`src/rtl/array_initializer_mc_if.sv`:
```
// Array write-port bundle between the initialiser and the port mux.
// master drives a row write; slave returns ready.
interface array_initializer_mc_if #(
  parameter int ADDR_WIDTH = 7,
  parameter int ROW_WIDTH  = 16,
  parameter int NUM_BLOCKS = 4,
  parameter int NUM_BANKS  = 2
);
  logic                          ready;
  logic                          valid;
  logic [ADDR_WIDTH-1:0]         addr;
  logic [NUM_BANKS*ROW_WIDTH-1:0] data;
  logic [NUM_BANKS-1:0]          wen;
  logic [NUM_BLOCKS-1:0]         wmask;

  modport master (
    input  ready,
    output valid,
    output addr,
    output data,
    output wen,
    output wmask
  );

  modport slave (
    output ready,
    input  valid,
    input  addr,
    input  data,
    input  wen,
    input  wmask
  );
endinterface

```
`src/rtl/array_initializer_mc.sv`:
```
// Multi-bank status/tag array initialiser with range re-init.
// ARRAY_INIT_PATTERN_EN adds i_pattern_mode (address^fill data).
module array_initializer_mc #(
  parameter int ADDR_WIDTH = 7,
  parameter int ROW_WIDTH  = 16,
  parameter int NUM_BLOCKS = 4,
  parameter int NUM_BANKS  = 2,
  parameter logic [ROW_WIDTH-1:0] INIT_VALUE = '0
) (
  input  logic                  gated_clk,
  input  logic                  arst_n,
  array_initializer_mc_if.master bus,
  input  logic                  i_reinit,
  input  logic [ADDR_WIDTH-1:0] i_reinit_base,
  input  logic [ADDR_WIDTH-1:0] i_reinit_last,
  input  logic [NUM_BANKS-1:0]  i_reinit_bank_mask,
`ifdef ARRAY_INIT_PATTERN_EN
  input  logic                  i_pattern_mode,
`endif
  output logic                  o_init_complete,
  output logic                  o_busy,
  output logic                  o_err
);

  localparam int DW = NUM_BANKS * ROW_WIDTH;

  typedef enum logic [1:0] {
    UNINIT = 2'd0,
    BUSY   = 2'd1,
    READY  = 2'd2
  } state_t;

  state_t                state_q;
  logic [ADDR_WIDTH:0]   cnt_q;
  logic [ADDR_WIDTH:0]   cnt_d;
  logic [ADDR_WIDTH-1:0] last_q;
  logic [NUM_BANKS-1:0]  mask_q;
  logic                  pat_q;
  logic                  pat_in;
  logic                  valid_q;
  logic [ADDR_WIDTH-1:0] addr_q;
  logic [DW-1:0]         data_q;
  logic [NUM_BANKS-1:0]  wen_q;
  logic [NUM_BLOCKS-1:0] wmask_q;
  logic                  done_q;
  logic                  busy_q;
  logic                  err_q;
  logic                  bad_req;
  logic                  at_last;

`ifdef ARRAY_INIT_PATTERN_EN
  assign pat_in = i_pattern_mode;
`else
  assign pat_in = 1'b0;
`endif

  assign cnt_d   = cnt_q + {{ADDR_WIDTH{1'b0}}, 1'b1};
  assign at_last = (cnt_q == {1'b0, last_q});
  assign bad_req = (i_reinit_last < i_reinit_base) ||
                   (i_reinit_bank_mask == '0);

  function automatic logic [DW-1:0] fill(
    input logic [ADDR_WIDTH-1:0] a,
    input logic                  pat
  );
    logic [ROW_WIDTH-1:0] row;
    row = INIT_VALUE ^ (pat ? ROW_WIDTH'(a) : '0);
    return {NUM_BANKS{row}};
  endfunction

  always_ff @(posedge gated_clk or negedge arst_n) begin
    if (!arst_n) begin
      state_q <= UNINIT;
      cnt_q   <= '0;
      last_q  <= '0;
      mask_q  <= '1;
      pat_q   <= 1'b0;
      valid_q <= 1'b0;
      addr_q  <= '0;
      data_q  <= '0;
      wen_q   <= '0;
      wmask_q <= '0;
      done_q  <= 1'b0;
      busy_q  <= 1'b0;
      err_q   <= 1'b0;
    end else begin
      err_q <= 1'b0;
      case (state_q)
        UNINIT: begin
          state_q <= BUSY;
          cnt_q   <= '0;
          last_q  <= '1;
          mask_q  <= '1;
          pat_q   <= 1'b0;
          busy_q  <= 1'b1;
          done_q  <= 1'b0;
        end
        BUSY: begin
          if (!valid_q) begin
            valid_q <= 1'b1;
            addr_q  <= cnt_q[ADDR_WIDTH-1:0];
            data_q  <= fill(cnt_q[ADDR_WIDTH-1:0], pat_q);
            wen_q   <= mask_q;
            wmask_q <= '1;
          end else if (bus.ready) begin
            if (at_last) begin
              state_q <= READY;
              valid_q <= 1'b0;
              addr_q  <= '0;
              data_q  <= '0;
              wen_q   <= '0;
              wmask_q <= '0;
              busy_q  <= 1'b0;
              done_q  <= 1'b1;
            end else begin
              cnt_q  <= cnt_d;
              addr_q <= cnt_d[ADDR_WIDTH-1:0];
              data_q <= fill(cnt_d[ADDR_WIDTH-1:0], pat_q);
            end
          end
        end
        READY: begin
          if (i_reinit) begin
            if (bad_req) begin
              err_q <= 1'b1;
            end else begin
              state_q <= BUSY;
              cnt_q   <= {1'b0, i_reinit_base};
              last_q  <= i_reinit_last;
              mask_q  <= i_reinit_bank_mask;
              pat_q   <= pat_in;
              busy_q  <= 1'b1;
              done_q  <= 1'b0;
            end
          end
        end
        default: begin
          state_q <= UNINIT;
          valid_q <= 1'b0;
          addr_q  <= '0;
          data_q  <= '0;
          wen_q   <= '0;
          wmask_q <= '0;
          busy_q  <= 1'b0;
          done_q  <= 1'b0;
        end
      endcase
    end
  end

  assign bus.valid       = valid_q;
  assign bus.addr        = addr_q;
  assign bus.data        = data_q;
  assign bus.wen         = wen_q;
  assign bus.wmask       = wmask_q;
  assign o_init_complete = done_q;
  assign o_busy          = busy_q;
  assign o_err           = err_q;

endmodule

```
`src/flat_wrapper.sv`:
```
// flat-port wrapper written by rule: the top's interface ports become plain ports
module array_initializer_mc_flat 
#(
  parameter int ADDR_WIDTH = 7,
  parameter int ROW_WIDTH  = 16,
  parameter int NUM_BLOCKS = 4,
  parameter int NUM_BANKS  = 2,
  parameter logic [ROW_WIDTH-1:0] INIT_VALUE = '0
)
  (gated_clk, arst_n, i_reinit, i_reinit_base, i_reinit_last, i_reinit_bank_mask, o_init_complete, o_busy, o_err, bus_ready, bus_valid, bus_addr, bus_data, bus_wen, bus_wmask);
  array_initializer_mc_if #(.ADDR_WIDTH(ADDR_WIDTH), .ROW_WIDTH(ROW_WIDTH), .NUM_BLOCKS(NUM_BLOCKS), .NUM_BANKS(NUM_BANKS)) bus_i ();
  input  logic gated_clk;
  input  logic arst_n;
  input  logic i_reinit;
  input  logic [ADDR_WIDTH-1:0] i_reinit_base;
  input  logic [ADDR_WIDTH-1:0] i_reinit_last;
  input  logic [NUM_BANKS-1:0] i_reinit_bank_mask;
  output logic o_init_complete;
  output logic o_busy;
  output logic o_err;
  input wire logic [$bits(bus_i.ready)-1:0] bus_ready;
  output wire logic [$bits(bus_i.valid)-1:0] bus_valid;
  output wire logic [$bits(bus_i.addr)-1:0] bus_addr;
  output wire logic [$bits(bus_i.data)-1:0] bus_data;
  output wire logic [$bits(bus_i.wen)-1:0] bus_wen;
  output wire logic [$bits(bus_i.wmask)-1:0] bus_wmask;
  assign bus_i.ready = bus_ready;
  assign bus_valid = bus_i.valid;
  assign bus_addr = bus_i.addr;
  assign bus_data = bus_i.data;
  assign bus_wen = bus_i.wen;
  assign bus_wmask = bus_i.wmask;
  array_initializer_mc #(.ADDR_WIDTH(ADDR_WIDTH), .ROW_WIDTH(ROW_WIDTH), .NUM_BLOCKS(NUM_BLOCKS), .NUM_BANKS(NUM_BANKS), .INIT_VALUE(INIT_VALUE)) u_core (.gated_clk(gated_clk), .arst_n(arst_n), .bus(bus_i), .i_reinit(i_reinit), .i_reinit_base(i_reinit_base), .i_reinit_last(i_reinit_last), .i_reinit_bank_mask(i_reinit_bank_mask), .o_init_complete(o_init_complete), .o_busy(o_busy), .o_err(o_err));
endmodule
```
`config.mk`:
```
export PLATFORM = sky130hd
export DESIGN_NAME = array_initializer_mc_flat
export DESIGN_NICKNAME = d
export VERILOG_FILES = /design/src/rtl/array_initializer_mc_if.sv /design/src/rtl/array_initializer_mc.sv /design/src/flat_wrapper.sv
export SDC_FILE = /design/constraint.sdc
export NUM_CORES = 1
export LEC_CHECK = 0
export CORE_MARGIN = 1.5
export CORE_UTILIZATION = 46
export DETAILED_ROUTE_END_ITERATION = 7
export GPL_ROUTABILITY_DRIVEN = 0
export PLACE_DENSITY = 0.8
export SLEW_MARGIN = 20
export SYNTH_ARGS = -nofsm -noshare
export SYNTH_HDL_FRONTEND = slang
export SYNTH_SLANG_ARGS = --single-unit
```
`constraint.sdc`:
```
create_clock -name gated_clk -period 1.9 [get_ports gated_clk]
set_input_delay 0.285 -clock gated_clk [delete_from_list [all_inputs] [get_ports gated_clk]]
set_output_delay 0.285 -clock gated_clk [all_outputs]
set_load 0.02 [all_outputs]
```
==> out/metrics.yaml <==
outcome:
  outcome: "finished, final reports clean"
die:
  die_h_um: 70.2
  start_util: 0.477
  core_area_um2: 4350
  row_count: 24
  die_area_um2: 4930
  dieWidth_um: 70.2
  top_level_ports: 69
setup_path:
  crit_required_ns: 2.13
  setup.reg_to_reg.worst_slack_ns: 0.07
  crit_path_start_kind: "primary input"
  crit_end_category: "flip-flop"
  rr_endpoint: "u_core.last_q[1]"
  crit_fanout: 4
  timing.setup.critical_path_class: "in -> reg"
  timing.rr.start: "u_core.state_q[0]"
  critical_path_arrival_ns: 2.07
  ff2ff_path_depth: 9
clock_network:
  clock-sinks: 32
  cts.htree.levels: 2
  cts_inserted_buffers: 5
  postCtsHoldBufs: 0
  cts_buffer_depth: 2
  path_clk_slew_ns: 0.07
  tritoncts: "yes"
  clk_root_buffer_cell: "clkbuf_8"
  later_pin_clock_latency_in_the_skew_report_ns: 0.29
route:
  detail_route.iter0.violations: 136
  drt-wirelength-per-cell_um: 14.6
  drt_pass1_iterations: 4
  number_of_nets_with_antenna_violations_after_detailed_routing: 0
  via_count: 1836
  drt_wl_total_um: 5080
  detail_route.drc_violations: 0
  avgViaCountPerCell: 5.28
synthesis:
  number_of_flip_flops_and_latches_in_the_synthesized_netlist: 32
  synthesis.instances: 224
  synth.lib_cells_used.distinct: 44
  post-synth-top-count-cell: "buf_4"
  asyncSetResetFlopFracSynth: 1.00
  ys_top_cells_by_count: "buf_4 (35), dfrtp_1 (30), o21ai_0 (23)"
  xor_xnor_share_of_the_synthesized_area: 0.0337
  yosysTopAreaCell: "dfrtp_1"
  synth.avg_cell_area_um2: 9.27
  synth_edf_count: 0
  synth_adder_area_share: 0.0663
  synth_compound_area_frac: 0.211
  largest_family_of_logic_cells_by_synthesized_area: "compound AO/OA/AOI/OAI gates"
  synth_flop_cell: "dfrtp_1"
  post_synth_main_area_contributors: "dfrtp_1 (36%), buf_4 (13%), ha_1 (6.6%)"
  post_synth_simple_gate_area: 0.140
  synth_sequential_area_ratio: 0.387
  cell_area_after_synthesis_um2: 2080
  synthesis_warnings: 0
  post_synth_mux_area_share: 0.00482
  synth_top_cell_area_share: 0.361
sta:
  final_hold_viol_count: 0
  setup_tns_after_final_layout_ns: 0
  maxClockFrequency_mhz: 544
  final-setup-viol-count: 0
  final_period_minus_worst_setup_slack_ns: 1.84
  min_period_over_period: 0.968
  final-max-slew-violation-count: 0
  timing.final.ws_setup_ns: 0.0616
  finalClockSkew_ns: 0.00258
power:
  finalPower_mw: 2.15
  worst_ir_drop_vdd_mv: 0.474
  p_per_area_nw_per_um2: 747
  static-leakage-power_nw: 1.35
global_routing:
  globalRouteMet3Util: 0.0476
  grt_antenna_before_repair: 0
  grt_remaining_overflow: 0
  met2_usage: 0.361
  grt_start_max_net_pins: 33
  grt_pass1_wl_um: 8490
  met1_usage_grt: 0.294
  grt_pass1_vias: 1730
  grt.total_usage: 0.220
  grt_most_used_layer: "met2"
finish:
  area_growth_syn_to_layout_pct: 38.3
  fin_nets: 326
  register_cell_area_after_layout_um2: 806
  area_occupied_by_multi_input_gates_um2: 1230
  final_layout_size_suffix_gt1_frac: 0.260
  final_core_utilization: 0.659
  num-fill-cells: 354
  antenna-diode-count: 0
placed_design:
  number_of_buffer_cells_added_on_primary_ports: 36
  final_hpwl_dp_um: 3660
  dpl_worst_slack_ns: -0.564
flow_run:
  max_cap_viols: 0
hold_path:
  min-delay-path-class: "in -> async"
==> critical path, stage by stage <==
cell	delay, ns
dlygate4sd2_1	0.24
inv_1	0.08
ha_4	0.28
and3_4	0.21
nand2_2	0.07
o21ai_4	0.19
o211ai_4	0.14
or4_4	0.50
nand3_2	0.08
==> state kept, by name, indices dropped and copies added, names as in the netlist <==
name	flops
u_core.bus.addr	7
u_core.o_busy	1
u_core.bus.wmask	1
u_core.cnt_q	8
u_core.last_q	7
u_core.o_err	1
u_core.bus.wen	2
u_core.mask_q	2
u_core.state_q	2
u_core.bus.valid	1
==> placed cells by master (no fill, tap or decap), drive strengths merged, types with 4 or more instances in the layout <==
master and count:
inv 13, clkdlybuf4s50 25, o22a 10, xnor2 7, ha 11, o21ai 25
dlygate4sd2 8, dfrtp 30, nand2b 4, nand3 5, clkbuf 6, a22oi 11
conb 32, nand2 18, nor2 12, buf 35, and3 4
==> through the flow <==
step           cells  area (um2)  hold slack (ns)
2_1_floorplan    255        2190          -0.0106
3_3_place_gp     337        2580            0.464
3_5_place_dp     337        2580            0.473
4_1_cts          346        2760            0.371
5_1_grt          348        2870            0.400
6_report         348        2870            0.385
==> layer usage <==
| layer | part of all wire | vias to the layer above |
|---|---|---|
| li1 | - | 870 |
| met5 | 0 | - |
| met3 | 0.069 | 6 |
| met1 | 0.43 | 878 |
| met2 | 0.49 | 82 |
| met4 | 0.010 | 0 |
==> cell families (layout without fill, tap and decap cells) <==
kind of cell / Yosys count / count (layout)
AO/OA/AOI/OAI: 63 / 63
AND/OR/NAND/NOR: 57 / 57
buffers and inverters: 51 / 92
multiplexers: 1 / 1
XOR/XNOR: 8 / 8
adder cells (fa/ha/maj): 11 / 11
flip-flops: 32 / 32
other: 1 / 32
==> layout make-up <==
type,count,share of cell area
multi-input cells,172,0.430
flip-flops and latches,32,0.281
repair buffers,71,0.217
clock buffers,6,0.0288
well taps,52,0.0227
inverters,13,0.0170
clock inverters,2,0.00349
==> worst max path at each step <==
| stage | end | cells past startpoint | start | slack (ns) |
|---|---|---|---|---|
| global placement | u_core.cnt_q[7] | 9 | i_reinit_base[6] | -0.48 |
| CTS | u_core.cnt_q[7] | 8 | i_reinit_base[1] | 0.01 |
| finish | u_core.cnt_q[7] | 9 | i_reinit_base[6] | 0.06 |
| detailed placement | u_core.last_q[1] | 10 | i_reinit_base[6] | -0.56 |
| global route | u_core.last_q[1] | 9 | u_core.state_q[0] | -0.03 |
| floorplan | u_core.bus.addr[3] | 6 | u_core.state_q[1] | 0.04 |
==> where the power goes <==
| group | internal (mW) | switching, mW | total, mW |
|---|---|---|---|
| Clock | 0.289 | 0.256 | 0.545 |
| Sequential | 0.780 | 0.0797 | 0.860 |
| Combinational | 0.357 | 0.384 | 0.741 |
==> what timing repair did <==
item	in CTS	in global routing
gates resized for setup	21	21
buffers inserted	1	2
pin swaps	9	2
endpoints found under the hold margin	0	0
endpoints found under the setup margin	21	27
Power figures use the tool's default switching activity.
